--- config.mk ---
export PLATFORM = sky130hd
export DESIGN_NAME = fsm_pattern_tx
export DESIGN_NICKNAME = d
export VERILOG_FILES = /design/src/rtl/fsm_pattern_tx_pkg.sv /design/src/rtl/fsm_pattern_tx_pattern_shreg.sv /design/src/rtl/fsm_pattern_tx.sv
export SDC_FILE = /design/constraint.sdc
export NUM_CORES = 1
export LEC_CHECK = 0
export ABC_CLOCK_PERIOD_IN_PS = 2150
export BUFFER_PORTS_ARGS = -buffer_cell sky130_fd_sc_hd__buf_4
export CAP_MARGIN = 20
export CORE_ASPECT_RATIO = 2
export CORE_MARGIN = 5
export CORE_UTILIZATION = 55
export DETAILED_ROUTE_END_ITERATION = 8
export GPL_TIMING_DRIVEN = 0
export PLACE_DENSITY = 0.83
export RECOVER_POWER = 100
export SKIP_CTS_REPAIR_TIMING = 1
export SYNTH_ARGS = -nofsm -noshare
export SYNTH_HDL_FRONTEND = slang
export SYNTH_SLANG_ARGS = --single-unit
export TNS_END_PERCENT = 1
--- constraint.sdc ---
create_clock -name Clock -period 2.15 [get_ports Clock]
set_input_delay 0.215 -clock Clock [delete_from_list [all_inputs] [get_ports Clock]]
set_output_delay 0.215 -clock Clock [all_outputs]
set_load 0.02 [all_outputs]
--- src/rtl/fsm_pattern_tx_pkg.sv ---
// Shared state encoding and counter-sizing helpers for the fsm_pattern_tx serial pattern generator.
// The optional parity bit is enabled by defining FSM_PATTERN_TX_PARITY_EN.
package fsm_pattern_pkg;

  typedef enum logic [1:0] {
    ST_IDLE  = 2'b00,
    ST_SHIFT = 2'b01,
    ST_GAP   = 2'b10,
    ST_DONE  = 2'b11
  } state_t;

  localparam int DEF_WIDTH = 8;
  localparam int DEF_CNT_W = 4;
  localparam int DEF_GAP   = 2;

`ifdef FSM_PATTERN_TX_PARITY_EN
  localparam int PARITY_BITS = 1;
`else
  localparam int PARITY_BITS = 0;
`endif

  // Bits needed for a counter that must reach maxval; never narrower than one bit.
  function automatic int cnt_bits(input int maxval);
    return (maxval < 2) ? 1 : $clog2(maxval + 1);
  endfunction

endpackage

--- src/rtl/fsm_pattern_tx_pattern_shreg.sv ---
// Loadable left-shift register with a bit counter; last flags the final bit of the frame.
module pattern_shreg
  import fsm_pattern_pkg::*;
#(
  parameter int FLEN = 8
) (
  input  logic            Clock,
  input  logic            Resetn,
  input  logic            load,
  input  logic            shift,
  input  logic [FLEN-1:0] din,
  output logic            msb,
  output logic            last
);

  localparam int            BW       = cnt_bits(FLEN - 1);
  localparam logic [BW-1:0] LAST_IDX = BW'(FLEN - 1);

  logic [FLEN-1:0] shreg;
  logic [BW-1:0]   bitcnt;

  always_ff @(posedge Clock or negedge Resetn) begin
    if (!Resetn) begin
      shreg  <= '0;
      bitcnt <= '0;
    end else if (load) begin
      shreg  <= din;
      bitcnt <= '0;
    end else if (shift) begin
      shreg  <= {shreg[FLEN-2:0], 1'b0};
      bitcnt <= bitcnt + BW'(1);
    end
  end

  assign msb  = shreg[FLEN-1];
  assign last = (bitcnt == LAST_IDX);

endmodule

--- src/rtl/fsm_pattern_tx.sv ---
// Moore serial pattern generator: sends a captured pattern MSB-first on w, repeated with idle gaps.
// Define FSM_PATTERN_TX_PARITY_EN to append an even-parity bit to every frame.
module fsm_pattern_tx
  import fsm_pattern_pkg::*;
#(
  parameter int WIDTH = DEF_WIDTH,
  parameter int CNT_W = DEF_CNT_W,
  parameter int GAP   = DEF_GAP
) (
  input  logic             Clock,
  input  logic             Resetn,
  input  logic             start,
  input  logic [WIDTH-1:0] pattern,
  input  logic [CNT_W-1:0] repeat_n,
  output logic             w,
  output logic             valid,
  output logic             busy,
  output logic             done
);

  localparam int               FLEN     = WIDTH + PARITY_BITS;
  localparam int               GAP_MAX  = (GAP > 0) ? GAP - 1 : 0;
  localparam int               GW       = cnt_bits(GAP_MAX);
  localparam logic [GW-1:0]    GAP_LAST = GW'(GAP_MAX);
  localparam logic [CNT_W-1:0] ONE      = CNT_W'(1);
  localparam logic             NO_GAP   = (GAP == 0);

  state_t           state;
  logic [FLEN-1:0]  frame_in;
  logic [FLEN-1:0]  frame_q;
  logic [FLEN-1:0]  load_data;
  logic [CNT_W-1:0] reps;
  logic [GW-1:0]    gapcnt;
  logic             accept;
  logic             more;
  logic             gap_end;
  logic             load;
  logic             shift;
  logic             bit_msb;
  logic             bit_last;

`ifdef FSM_PATTERN_TX_PARITY_EN
  assign frame_in = {pattern, ^pattern};
`else
  assign frame_in = pattern;
`endif

  // The first load comes straight from the inputs; every repeat reloads from the captured copy.
  assign accept    = (state == ST_IDLE) && start;
  assign more      = (reps > ONE);
  assign gap_end   = (state == ST_GAP) && (gapcnt == GAP_LAST);
  assign load      = accept || gap_end || (NO_GAP && (state == ST_SHIFT) && bit_last && more);
  assign shift     = (state == ST_SHIFT) && !bit_last;
  assign load_data = accept ? frame_in : frame_q;

  pattern_shreg #(
    .FLEN(FLEN)
  ) u_shreg (
    .Clock (Clock),
    .Resetn(Resetn),
    .load  (load),
    .shift (shift),
    .din   (load_data),
    .msb   (bit_msb),
    .last  (bit_last)
  );

  always_ff @(posedge Clock or negedge Resetn) begin
    if (!Resetn) begin
      state   <= ST_IDLE;
      frame_q <= '0;
      reps    <= '0;
      gapcnt  <= '0;
      valid   <= 1'b0;
      busy    <= 1'b0;
      done    <= 1'b0;
    end else begin
      case (state)
        ST_IDLE: begin
          done <= 1'b0;
          if (start) begin
            frame_q <= frame_in;
            reps    <= (repeat_n == '0) ? ONE : repeat_n;
            valid   <= 1'b1;
            busy    <= 1'b1;
            state   <= ST_SHIFT;
          end
        end
        ST_SHIFT: begin
          if (bit_last) begin
            if (more && NO_GAP) begin
              reps <= reps - ONE;
            end else if (more) begin
              gapcnt <= '0;
              valid  <= 1'b0;
              state  <= ST_GAP;
            end else begin
              valid <= 1'b0;
              busy  <= 1'b0;
              done  <= 1'b1;
              state <= ST_DONE;
            end
          end
        end
        ST_GAP: begin
          if (gap_end) begin
            reps  <= reps - ONE;
            valid <= 1'b1;
            state <= ST_SHIFT;
          end else begin
            gapcnt <= gapcnt + GW'(1);
          end
        end
        ST_DONE: begin
          done  <= 1'b0;
          state <= ST_IDLE;
        end
        default: begin
          valid <= 1'b0;
          busy  <= 1'b0;
          done  <= 1'b0;
          state <= ST_IDLE;
        end
      endcase
    end
  end

  // valid is low outside SHIFT, so w can never show stale shift-register contents.
  assign w = valid & bit_msb;

endmodule

==> results_dict.tcl <==
set metrics [dict create \
    die_h_um 84.7 \
    cap_violations 0 \
    rsz0062_at_grt "no" \
    insertion_delay_ns 0.29 \
    worstPathCellList "inv_1, ha_1, nand2_2, clkbuf_2, mux2_1, nor2_1, a31oi_1" \
    finalHoldViolCount 0 \
    powerDensity_nw_per_um2 1570 \
    cts_made_buffers 5 \
    crit_path_end_kind "flop" \
    ys_dominant_reg_cell "dfrtp_1" \
    synth-edff-count 0 \
    drive_gt1_share_pct 19.3 \
    leakage_nw 0.850 \
    yosys_warnings 0 \
    fin_crit_ns 1.82 \
    status "finished clean" \
    worstMarginPinSlew_ns 0.425 \
    track_usage_pct 18.3 \
    r2r_slack_ns 0.33 \
    cp.arrival_ns 1.98 \
    syn_area_um2 1530 \
    slew_violations 0 \
    cts_root_buf "clkbuf_8" \
    required_ns 2.31 \
    hp-class "input port to flop" \
    io_buffer_count 18 \
    drt_iter0_drc 18 \
    rr_startpoint "state[0]" \
    clk_pin_slew_worst_paths_ns 0.07 \
    path_max_fanout 10 \
    synth-seq-cells 29 \
    yosys-top-cells-area "dfrtp_1 (47%), mux2_4 (7.8%), nand2_1 (6.9%)" \
    die_area_um2 4010 \
    htreeDepth 2 \
    yosysTopAreaCellShare_pct 47.3 \
    antenna_found_initial 0 \
    grt_pass1_wl_mm 5.20 \
    routedWlPerCell_um 15.1 \
    clockBufferDepth 2 \
    syn-num-nets 172 \
    dp_cells 196 \
    fin_tns_setup_ns 0 \
    rr_worst_depth 7 \
    fin_crit_sh_pct 84.8 \
    ys_async_sr_fraction_pct 100 \
    final_cells 205 \
    yosysTopAreaCell "dfrtp_1" \
    totalPowerFinal_w 0.00283 \
    start_kind "flop" \
    grt_overflow 0 \
    rows 27 \
    skew_ns 0.0107 \
    start_util_pct 56.1 \
    dieWidth_um 47.3 \
    grt_max_degree 30 \
    hold_depth 2 \
    syn_avg_cell_area_um2 10.3 \
    path_class "flop to flop" \
    ys_types 39 \
    syn_to_final_growth_pct 17.5 \
    io_pins 19 \
    routabilityCongestion 0.861 \
    ant_nets 0 \
    dr.pass1.iters 4 \
    yosysSeqAreaShare_pct 47.3 \
    core_um2 2740 \
    vdd_ir_drop_max_mv 1.25 \
    layout.nets 198 \
    drt_wl_total_mm 3.09 \
    setup_viol 0 \
    diodes 0 \
    avgViaCountPerCell 5.66 \
    slowest_delay_ns 0.38 \
    grt_pass1_vias 1273 \
    slowest_stage "dfrtp_1" \
    dp_hpwl_mm 2.33 \
    max_freq_mhz 548 \
    hold_path_startpoint "pattern[1]" \
    netlist_instances 149 \
    clkSinkCount 29 \
    fin_hold_ws_ns 0.166 \
    cts_tree "yes" \
    maxSlewHeadroom_pct 71.7 \
    vias 1161 \
    hold_end "frame_q[1]" \
    drc 0 \
    timing.rr.end "u_shreg.shreg[3]" \
]
worst max-delay path by stage:
stage | start | endpoint | slack (ns)
2_1_floorplan | state[0] | reps[3] | 0.62
3_3_place_gp | state[0] | reps[3] | 0.49
3_5_place_dp | state[0] | reps[3] | 0.41
4_1_cts | state[0] | reps[3] | 0.42
5_1_grt | state[1] | u_shreg.shreg[5] | 0.21
6_report | state[0] | u_shreg.shreg[3] | 0.33
flip-flops by register name, summed over array words and instances (netlist names):
signal,cells
u_shreg.shreg,8
busy,1
valid,1
state,2
frame_q,8
u_shreg.bitcnt,3
reps,4
done,1
gapcnt,1
area by class of cell:
class	count	area, µm²
timing repair buffer	19	130
clock inverter	3	65.1
tap	29	36.3
inverter	5	18.8
fill	229	935
buffer	7	42.5
sequential	29	726
multi-input combinational	108	714
clock buffer	5	68.8
cells in the final DEF (no fill, tap or decap), types with 6 or more instances in the layout:
cell	Yosys	routed
mux2_1	0	6
nand2_1	28	28
buf_4	1	15
a31oi_1	7	7
ha_1	8	8
nor2_1	11	11
dfrtp_1	29	29
a21oi_1	6	6
routing by layer:
layer | vias up | wire [µm] | GRT usage, %
met5 | - | 0 | 0
met4 | 0 | 123 | 13.6
met3 | 13 | 118 | 5.58
met2 | 23 | 1690 | 30.0
met1 | 561 | 1160 | 17.5
li1 | 564 | - | -
worst max-delay path: cells and delay by family, from the launching register on:
family | cells | cell delay (ns)
AO/OA/AOI/OAI | 1 | 0.06
buffers and inverters | 2 | 0.37
adder cells (fa/ha/maj) | 1 | 0.27
multiplexers | 1 | 0.38
flip-flops | 1 | 0.38
AND/OR/NAND/NOR | 2 | 0.23
power breakdown:
group	switching, W	leakage, nW	internal, W	total [W]
Clock	0.000211	0.0681	0.000460	0.000671
Sequential	0.000145	0.342	0.000798	0.000942
Combinational	0.000688	0.439	0.000530	0.00122
stage by stage:
stage | instance area (µm²) | util, % | setup slack [ns]
after global placement | 1710 | 62.3 | 0.493
after detailed placement | 1710 | 62.3 | 0.413
after floorplan | 1530 | - | 0.619
after global routing | 1800 | 65.8 | 0.212
after CTS | 1840 | 67.2 | 0.415
final | 1800 | 65.8 | 0.326
cells by family after synthesis:
| group | after synthesis | synth area share (%) |
|---|---|---|
| xor+xnor | 1 | 0.571 |
| simple gates | 61 | 20.4 |
| fa+ha+maj | 8 | 6.53 |
| mux | 10 | 9.14 |
| compound gates | 28 | 11.6 |
| flops | 29 | 47.3 |
| buf+inv | 12 | 4.49 |
cell usage after synthesis, types with 2 or more instances:
cell	number
dfrtp_1	29
nand2_1	28
nor2_1	11
ha_1	8
mux2_4	8
a31oi_1	7
a21oi_1	6
inv_1	5
buf_2	4
nand3_1	4
o21ai_0	4
and2_1	2
buf_6	2
mux2i_1	2
nand2b_1	2
nor3_1	2
o211ai_1	2
o21ai_1	2
No activity file was read; power rests on OpenSTA's default activity.
